**src/rtl/flit_compressor_pipe.sv**
```systemverilog
// Two-stage pipelined flit compressor: S1 classifies each word, S2 packs the payloads LSB-first.
// Valid/ready on both sides; head flits pass through uncompressed.
module flit_compressor_pipe #(
  parameter  int FLIT_W   = 128,
  parameter  int WORD_W   = 32,
  parameter  int NARROW_W = 8,
  parameter  int CNT_W    = 16,
  localparam int N_WORDS  = FLIT_W / WORD_W,
  localparam int LEN_W    = $clog2(FLIT_W + 1)
) (
  input  logic                 clk,
  input  logic                 rst,
  input  logic                 in_valid,
  output logic                 in_ready,
  input  logic [FLIT_W-1:0]    data_in,
  input  logic                 is_head,
  output logic                 out_valid,
  input  logic                 out_ready,
  output logic [FLIT_W-1:0]    data_out,
  output logic [2*N_WORDS-1:0] en_out,
  output logic [LEN_W-1:0]     comp_len,
  output logic                 is_head_out,
  output logic [CNT_W-1:0]     comp_cnt
);

  localparam logic [1:0] CODE_RAW    = 2'b00;
  localparam logic [1:0] CODE_ZERO   = 2'b01;
  localparam logic [1:0] CODE_NARROW = 2'b10;
  localparam logic [1:0] CODE_REPEAT = 2'b11;

  logic                 r_s1Full;
  logic [FLIT_W-1:0]    r_s1Data;
  logic [2*N_WORDS-1:0] r_s1Codes;
  logic                 r_s1Head;

  logic                 w_s1Load;
  logic                 w_s2Load;
  logic [WORD_W-1:0]    w_words [N_WORDS];
  logic [2*N_WORDS-1:0] w_codes;
  logic [FLIT_W-1:0]    w_packed;
  logic [LEN_W-1:0]     w_len;

  // Narrow means the word is sign-extendable from NARROW_W bits.
  function automatic logic [1:0] classify(input logic [WORD_W-1:0] cur,
                                          input logic [WORD_W-1:0] prev,
                                          input logic              hasPrev);
    logic [WORD_W-NARROW_W:0] top;
    top = cur[WORD_W-1:NARROW_W-1];
    if (cur == '0)                return CODE_ZERO;
    if (hasPrev && cur == prev)   return CODE_REPEAT;
    if (top == '0 || top == '1)   return CODE_NARROW;
    return CODE_RAW;
  endfunction

  assign w_s2Load = r_s1Full && (!out_valid || out_ready);
  assign in_ready = !rst && (!r_s1Full || w_s2Load);
  assign w_s1Load = in_valid && in_ready;

  always_comb begin
    w_codes = '0;
    for (int i = 0; i < N_WORDS; i++) begin
      w_words[i] = data_in[i*WORD_W +: WORD_W];
    end
    for (int i = 0; i < N_WORDS; i++) begin
      if (!is_head) begin
        w_codes[2*i +: 2] = classify(w_words[i], w_words[(i == 0) ? 0 : i-1], i != 0);
      end
    end
  end

  // Head flits carry all-raw codes, so packing reproduces the flit with full length.
  always_comb begin
    w_packed = '0;
    w_len    = '0;
    for (int i = 0; i < N_WORDS; i++) begin
      case (r_s1Codes[2*i +: 2])
        CODE_RAW: begin
          w_packed = w_packed | (FLIT_W'(r_s1Data[i*WORD_W +: WORD_W]) << w_len);
          w_len    = w_len + LEN_W'(WORD_W);
        end
        CODE_NARROW: begin
          w_packed = w_packed | (FLIT_W'(r_s1Data[i*WORD_W +: NARROW_W]) << w_len);
          w_len    = w_len + LEN_W'(NARROW_W);
        end
        default: begin
        end
      endcase
    end
  end

  always_ff @(posedge clk) begin
    if (rst) begin
      r_s1Full    <= 1'b0;
      r_s1Data    <= '0;
      r_s1Codes   <= '0;
      r_s1Head    <= 1'b0;
      out_valid   <= 1'b0;
      data_out    <= '0;
      en_out      <= '0;
      comp_len    <= '0;
      is_head_out <= 1'b0;
      comp_cnt    <= '0;
    end else begin
      if (w_s1Load) begin
        r_s1Full  <= 1'b1;
        r_s1Data  <= data_in;
        r_s1Codes <= w_codes;
        r_s1Head  <= is_head;
      end else if (w_s2Load) begin
        r_s1Full  <= 1'b0;
      end

      if (w_s2Load) begin
        out_valid   <= 1'b1;
        data_out    <= w_packed;
        en_out      <= r_s1Codes;
        comp_len    <= w_len;
        is_head_out <= r_s1Head;
        if (!r_s1Head && w_len < LEN_W'(FLIT_W) && comp_cnt != '1) begin
          comp_cnt <= comp_cnt + 1'b1;
        end
      end else if (out_ready) begin
        out_valid <= 1'b0;
      end
    end
  end

endmodule

```
**config.mk**
```make
export PLATFORM = sky130hd
export DESIGN_NAME = flit_compressor_pipe
export DESIGN_NICKNAME = d
export VERILOG_FILES = /design/src/rtl/flit_compressor_pipe.sv
export SDC_FILE = /design/constraint.sdc
export NUM_CORES = 1
export LEC_CHECK = 0
export ABC_CLOCK_PERIOD_IN_PS = 5600
export CAP_MARGIN = 20
export CORE_AREA = 8 8 199 201
export CTS_CLUSTER_SIZE = 12
export DETAILED_ROUTE_END_ITERATION = 10
export DIE_AREA = 0 0 207 209
export GPL_TIMING_DRIVEN = 0
export PLACE_DENSITY = 0.82
export SETUP_SLACK_MARGIN = 0.05
export SYNTH_ARGS = -nofsm -noshare
export SYNTH_HDL_FRONTEND = slang
export SYNTH_SLANG_ARGS = --single-unit
```
**constraint.sdc**
```tcl
create_clock -name clk -period 5.6 [get_ports clk]
set_input_delay 0.84 -clock clk [delete_from_list [all_inputs] [get_ports clk]]
set_output_delay 0.84 -clock clk [all_outputs]
set_load 0.01 [all_outputs]
```
* Word level (Yosys, flattened, before mapping) *
Index checks and enable logic that the tools add are counted.
W data, S select, Z words.

storage, ports and cells
  flip-flop bits (word level) = 300
  output and inout port bits = 163
  logic and storage cells = 142

cells by class
  add/sub/neg operators = 7
  bitwise gates (word level) = 6
  multiplexer cells = 70
  shifts and indexed selects = 6
  $lt $le $gt $ge = 1
  equality and inequality tests = 12
  reductions and logical operators = 30

operators with widths
  operator                 number
  $or A128 B128 Y128       6
  $pmux W128 S2            3
  $shl A32 B8 Y128         3
  $shl A8 B8 Y128          3
  $logic_not A32 Y1        4
  $eq A25 B25 Y1 const B   4
  $logic_not A25 Y1        4
  $eq A32 B32 Y1           3
  $pmux W32 S2             1
  $mux W2                  26
  $pmux W8 S2              3
  $mux W1                  36
  $add A8 B4 Y8 const B    3
  $add A8 B6 Y8 const B    3
  $add A16 B1 Y16 const B  1
  $ne A16 B16 Y1 const B   1
  $pmux W6 S2              1
  $eq A2 B2 Y1 const B     4
  $logic_not A2 Y1         4
  $lt A8 B8 Y1 const B     1
  $logic_or A1 B1 Y1       6
  $logic_and A1 B1 Y1      5
  $logic_not A1 Y1         4
  $reduce_bool A2 Y1       2
  $reduce_and A2 Y1        1

* Logic depth before layout (Yosys ltp) *
  depth in word-level cells = 12
  gate-level depth with buffers = 21
  mapped depth without buffers = 15

* Least setup slack after synthesis *
Ideal clock, no wire load.

  path kind = register to register
  start point = reg r_s1Codes[1]
  end point = reg comp_cnt[10]
  library setup time = 0.070 ns
  path buffers = 6
  period minus slack after synthesis = 3.979 ns
  setup slack = 1.621 ns
  cell stages (with the launch flop) = 22
  arrival time = 3.909 ns
  cell sequence = dfxtp_1 buf_6 nor2b_2 buf_4 nand2_1 inv_2 buf_2 buf_1 ha_1 nand2b_1 and2_1 xnor2_2 inv_2 clkbuf_1 ha_1 inv_1 a211oi_1 xor2_1 nand3_1 clkbuf_1 or3_1 a21oi_1

on the way
  longest elaborated chain between the ends = 12

RTL lines
  item                                                     RTL line  source
  from (decl)                                              33        logic [2*N_WORDS-1:0] r_s1Codes;
  from (signal assigned)                                   107       r_s1Codes <= w_codes;
  $eq A2 B2 Y1 / $logic_not A2 Y1 (equally long branches)  76        case (r_s1Codes[2*i +: 2])
  $pmux W6 S2 (*)                                          76
  $add A8 B4 Y8 / $add A8 B6 Y8 (equally long branches)    83, 79
  $pmux W8 S2 (*)                                          76
  $add A8 B4 Y8 / $add A8 B6 Y8 (equally long branches)    83, 79
  $pmux W8 S2 (*)                                          76
  $add A8 B4 Y8 / $add A8 B6 Y8 (equally long branches)    83, 79
  $pmux W8 S2 (*)                                          76
  $lt A8 B8 Y1 (*)                                         119       if (!r_s1Head && w_len < LEN_W'(FLIT_W) && comp_cnt != '1) begin
  $logic_and A1 B1 Y1 (*) (2 in series)                    119
  $reduce_and A2 Y1 (no source line) (*)                   -
  to (signal assigned)                                     120       comp_cnt <= comp_cnt + 1'b1;
  to (decl)                                                23        output logic [CNT_W-1:0] comp_cnt

Every way passes the cells marked *; elsewhere a longest branch is shown, timed or not.
A chain may end at the register's enable or synchronous reset.

* Worst setup path in the final report *
Ends and elaborated chain as after synthesis.

==> metrics.md <==
| Metric | Value |
|---|---|
| Outcome | `finished clean` |
| Pre-antenna DRT Iters | `7` |
| Worst skew pair latency | `600 ps` |
| Ranking of synthesized cells by area | `dfxtp_1 (37%), nand2_1 (8.2%), xor2_1 (5.5%)` |
| Fin crit share | `0.911` |
| Peak supply drop | `0.232 mV` |
| Final wirelength | `88.8 mm` |
| Most frequent cell after synthesis | `nand2_1` |
| CP Max Fanout | `10` |
| Critical path type | `flop to flop` |
| Pwr Density | `257 nW/um^2` |
| Chip Height | `209 um` |
| Post-layout net count | `2543` |
| Clk_skew | `16.0 ps` |
| EDFF count, synth | `0` |
| FF/Latch Area | `5950 um^2` |
| Max-slew violation count | `0` |
| CTS buffer count | `31` |
| DRC viols | `0` |
| CP required | `6120 ps` |
| Hold buffers post-CTS | `0` |
| Synth Cell Area | `16200 um^2` |
| LEAKAGE | `7.60 nW` |
| Post-route cell area | `20700 um^2` |
| Worst Max-Slew Pin Slew | `1170 ps` |
| Startpoint Class | `flop` |
| Area of the multi-input gates | `9490 um^2` |
| Worst path arrival time | `5620 ps` |
| Clock Pin Slew Worst Setup and Hold Paths | `60 ps` |
| Post-CTS resize count | `0` |
| Routed len/inst | `30.7 um` |
| First-pass GRT wire length | `128 mm` |
| Placed cell area | `19800 um^2` |
| Part of the Yosys area used for sequential elements | `0.367` |
| Hold Path Class | `flop to flop` |
| Yosys warns | `0` |
| Critical path endpoint category | `flop` |
| Starting DRT DRC Count | `2320` |
| Asr flop ratio synth | `0` |
| ANT cells | `0` |
| Mean Syn Cell Area | `7.82 um^2` |
| CTS tree | `built` |
| Synth unique cells | `64` |
| Synth top area share | `0.367` |
| Starting density of the core | `0.447` |
| Clock sinks | `297` |
| Routability cong. | `1.14` |
| Core area | `36300 um^2` |
| Setup violators final | `0` |
| Number of max-cap violations | `0` |
| Full die area | `43300 um^2` |
| Bufs on Longest Clock Path | `3` |
| Crit path time final | `5100 ps` |
| Std cell rows | `70` |
| Synth cell count leaders | `nand2_1 (355), dfxtp_1 (297), nor2_1 (152)` |
| PortBufs | `292` |
| Main flop type after synthesis | `dfxtp_1` |
| Final setup TNS | `0 ps` |
| Final Hold Violating Endpoints | `0` |
| GRT Total Usage | `0.393` |
| GR Overflow Total | `0` |
| Finished Layout Cells | `2890` |
| Hpwl dp | `72.1 mm` |
| Vias in the first global route | `18148` |
| Layout area overhead | `28.0%` |
| Clk root buf | `clkbuf_16` |
| Post-CTS setup buffer count | `0` |
| H-tree levels | `1` |
| Initial antenna violation count | `0` |
| Share of cells above drive strength 1 | `0.0475` |
| DR vias | `18817` |
| Yosys top cell by area | `dfxtp_1` |
| Slew headroom | `0.212` |
| Remaining antenna violation count after routing | `0` |
| RSZ-0062 raised after global routing | `false` |
| Hold slack | `440 ps` |
| Cells after DPL | `2840` |
| Largest net degree at the start of global routing | `16` |
| Vias per cell | `6.51` |
| Layout fillers | `3369` |
| Synth Instances | `2072` |
| Chip Width | `207 um` |
| Ports | `296` |
| Highest clock rate | `0.196 GHz` |
| #FFs+latches synth | `297` |
==> final timing paths <==
kind | from | end | slack, ps | depth (start not counted)
setup reg to reg | r_s1Codes[1] | comp_cnt[10] | 500 | 19
hold reg to reg | data_out[118] | data_out[118] | 440 | 2
hold / removal | data_out[118] | data_out[118] | 440 | 2
setup / recovery | r_s1Codes[1] | comp_cnt[10] | 500 | 19
==> layer usage <==
metal  vias up  routed length [um]  track usage
met5         -                  47      0.00574
met4         2                7360        0.282
met3       327                8980       0.0856
met2      1308               38400        0.610
met1      8979               34000        0.480
li1       8201                   -            -
==> worst max-delay path, cell delays in order, from the launching register on <==
cell and delay, ps:
dfxtp_1 320, buf_6 150, nor2b_2 140, buf_4 160, nand2_1 80, inv_2 170, buf_2 260, buf_1 390
ha_1 320, mux2i_4 160, inv_2 130, clkbuf_1 490, ha_1 250, inv_1 60, a211oi_1 370, xor2_2 450
nand3_1 260, clkbuf_1 290, or3_1 390, a21oi_1 150
==> per-stage QoR <==
stage,total power [mW],util,setup WS [ps]
final,5.34,0.572,501
after global routing,5.48,0.572,184
after CTS,5.29,0.572,257
after detailed placement,3.33,0.545,304
after global placement,3.31,0.544,340
after floorplan,2.75,-,1620
==> logic make-up after synthesis <==
kind of cell               synth area share
adders and majority gates           0.00386
AOI/OAI and AO/OA                     0.229
DFF                                   0.367
buffers and inverters                0.0487
xor gates and xnor gates             0.0614
muxes                                0.0195
and+or+nand+nor                       0.270
other                              0.000231
==> area by class of cell <==
cell class	instances	area share
Clock buffer	43	0.0420
Sequential cell	297	0.287
Tap cell	468	0.0282
Multi-Input combinational cell	1584	0.458
Inverter	34	0.00621
Clock inverter	7	0.00440
Timing Repair Buffer	299	0.143
Buffer	158	0.0317
==> placed cells by master (no fill, tap or decap), types with 13 or more instances in the layout <==
cell type / synthesis / layout
mux2i_1: 19 / 19
o31ai_1: 23 / 23
a221o_1: 40 / 40
clkbuf_1: 123 / 129
o22ai_1: 21 / 21
a21oi_1: 89 / 89
dfxtp_1: 297 / 297
nor4_1: 55 / 55
inv_1: 28 / 28
nor2_1: 152 / 152
a31oi_1: 14 / 14
a22o_1: 16 / 16
clkdlybuf4s50_1: 0 / 292
a221oi_1: 72 / 72
clkbuf_16: 0 / 31
xor2_1: 101 / 100
a22oi_1: 14 / 14
buf_2: 12 / 13
nand4_1: 35 / 35
a211oi_1: 37 / 37
nand2_1: 355 / 355
o211ai_1: 22 / 22
nand2b_1: 62 / 62
buf_4: 7 / 13
buf_1: 14 / 14
nor3_1: 91 / 91
o21ai_0: 145 / 145
nand3_1: 23 / 23
nand3b_1: 60 / 60
==> sequential cells by signal, indices dropped and copies added (netlist names) <==
register     count
r_s1Head         1
r_s1Data       128
comp_len         5
comp_cnt        16
r_s1Codes        8
out_valid        1
r_s1Full         1
data_out       128
en_out           8
is_head_out      1
==> power by group <==
group	leakage (nW)	internal, mW	total (mW)	switching, mW
logic	4.69	0.367	0.946	0.579
clock network	0.471	1.16	2.00	0.842
registers	2.44	2.24	2.39	0.156
total	7.60	3.76	5.34	1.58
Note: power is estimated with default switching activity, not from simulation.
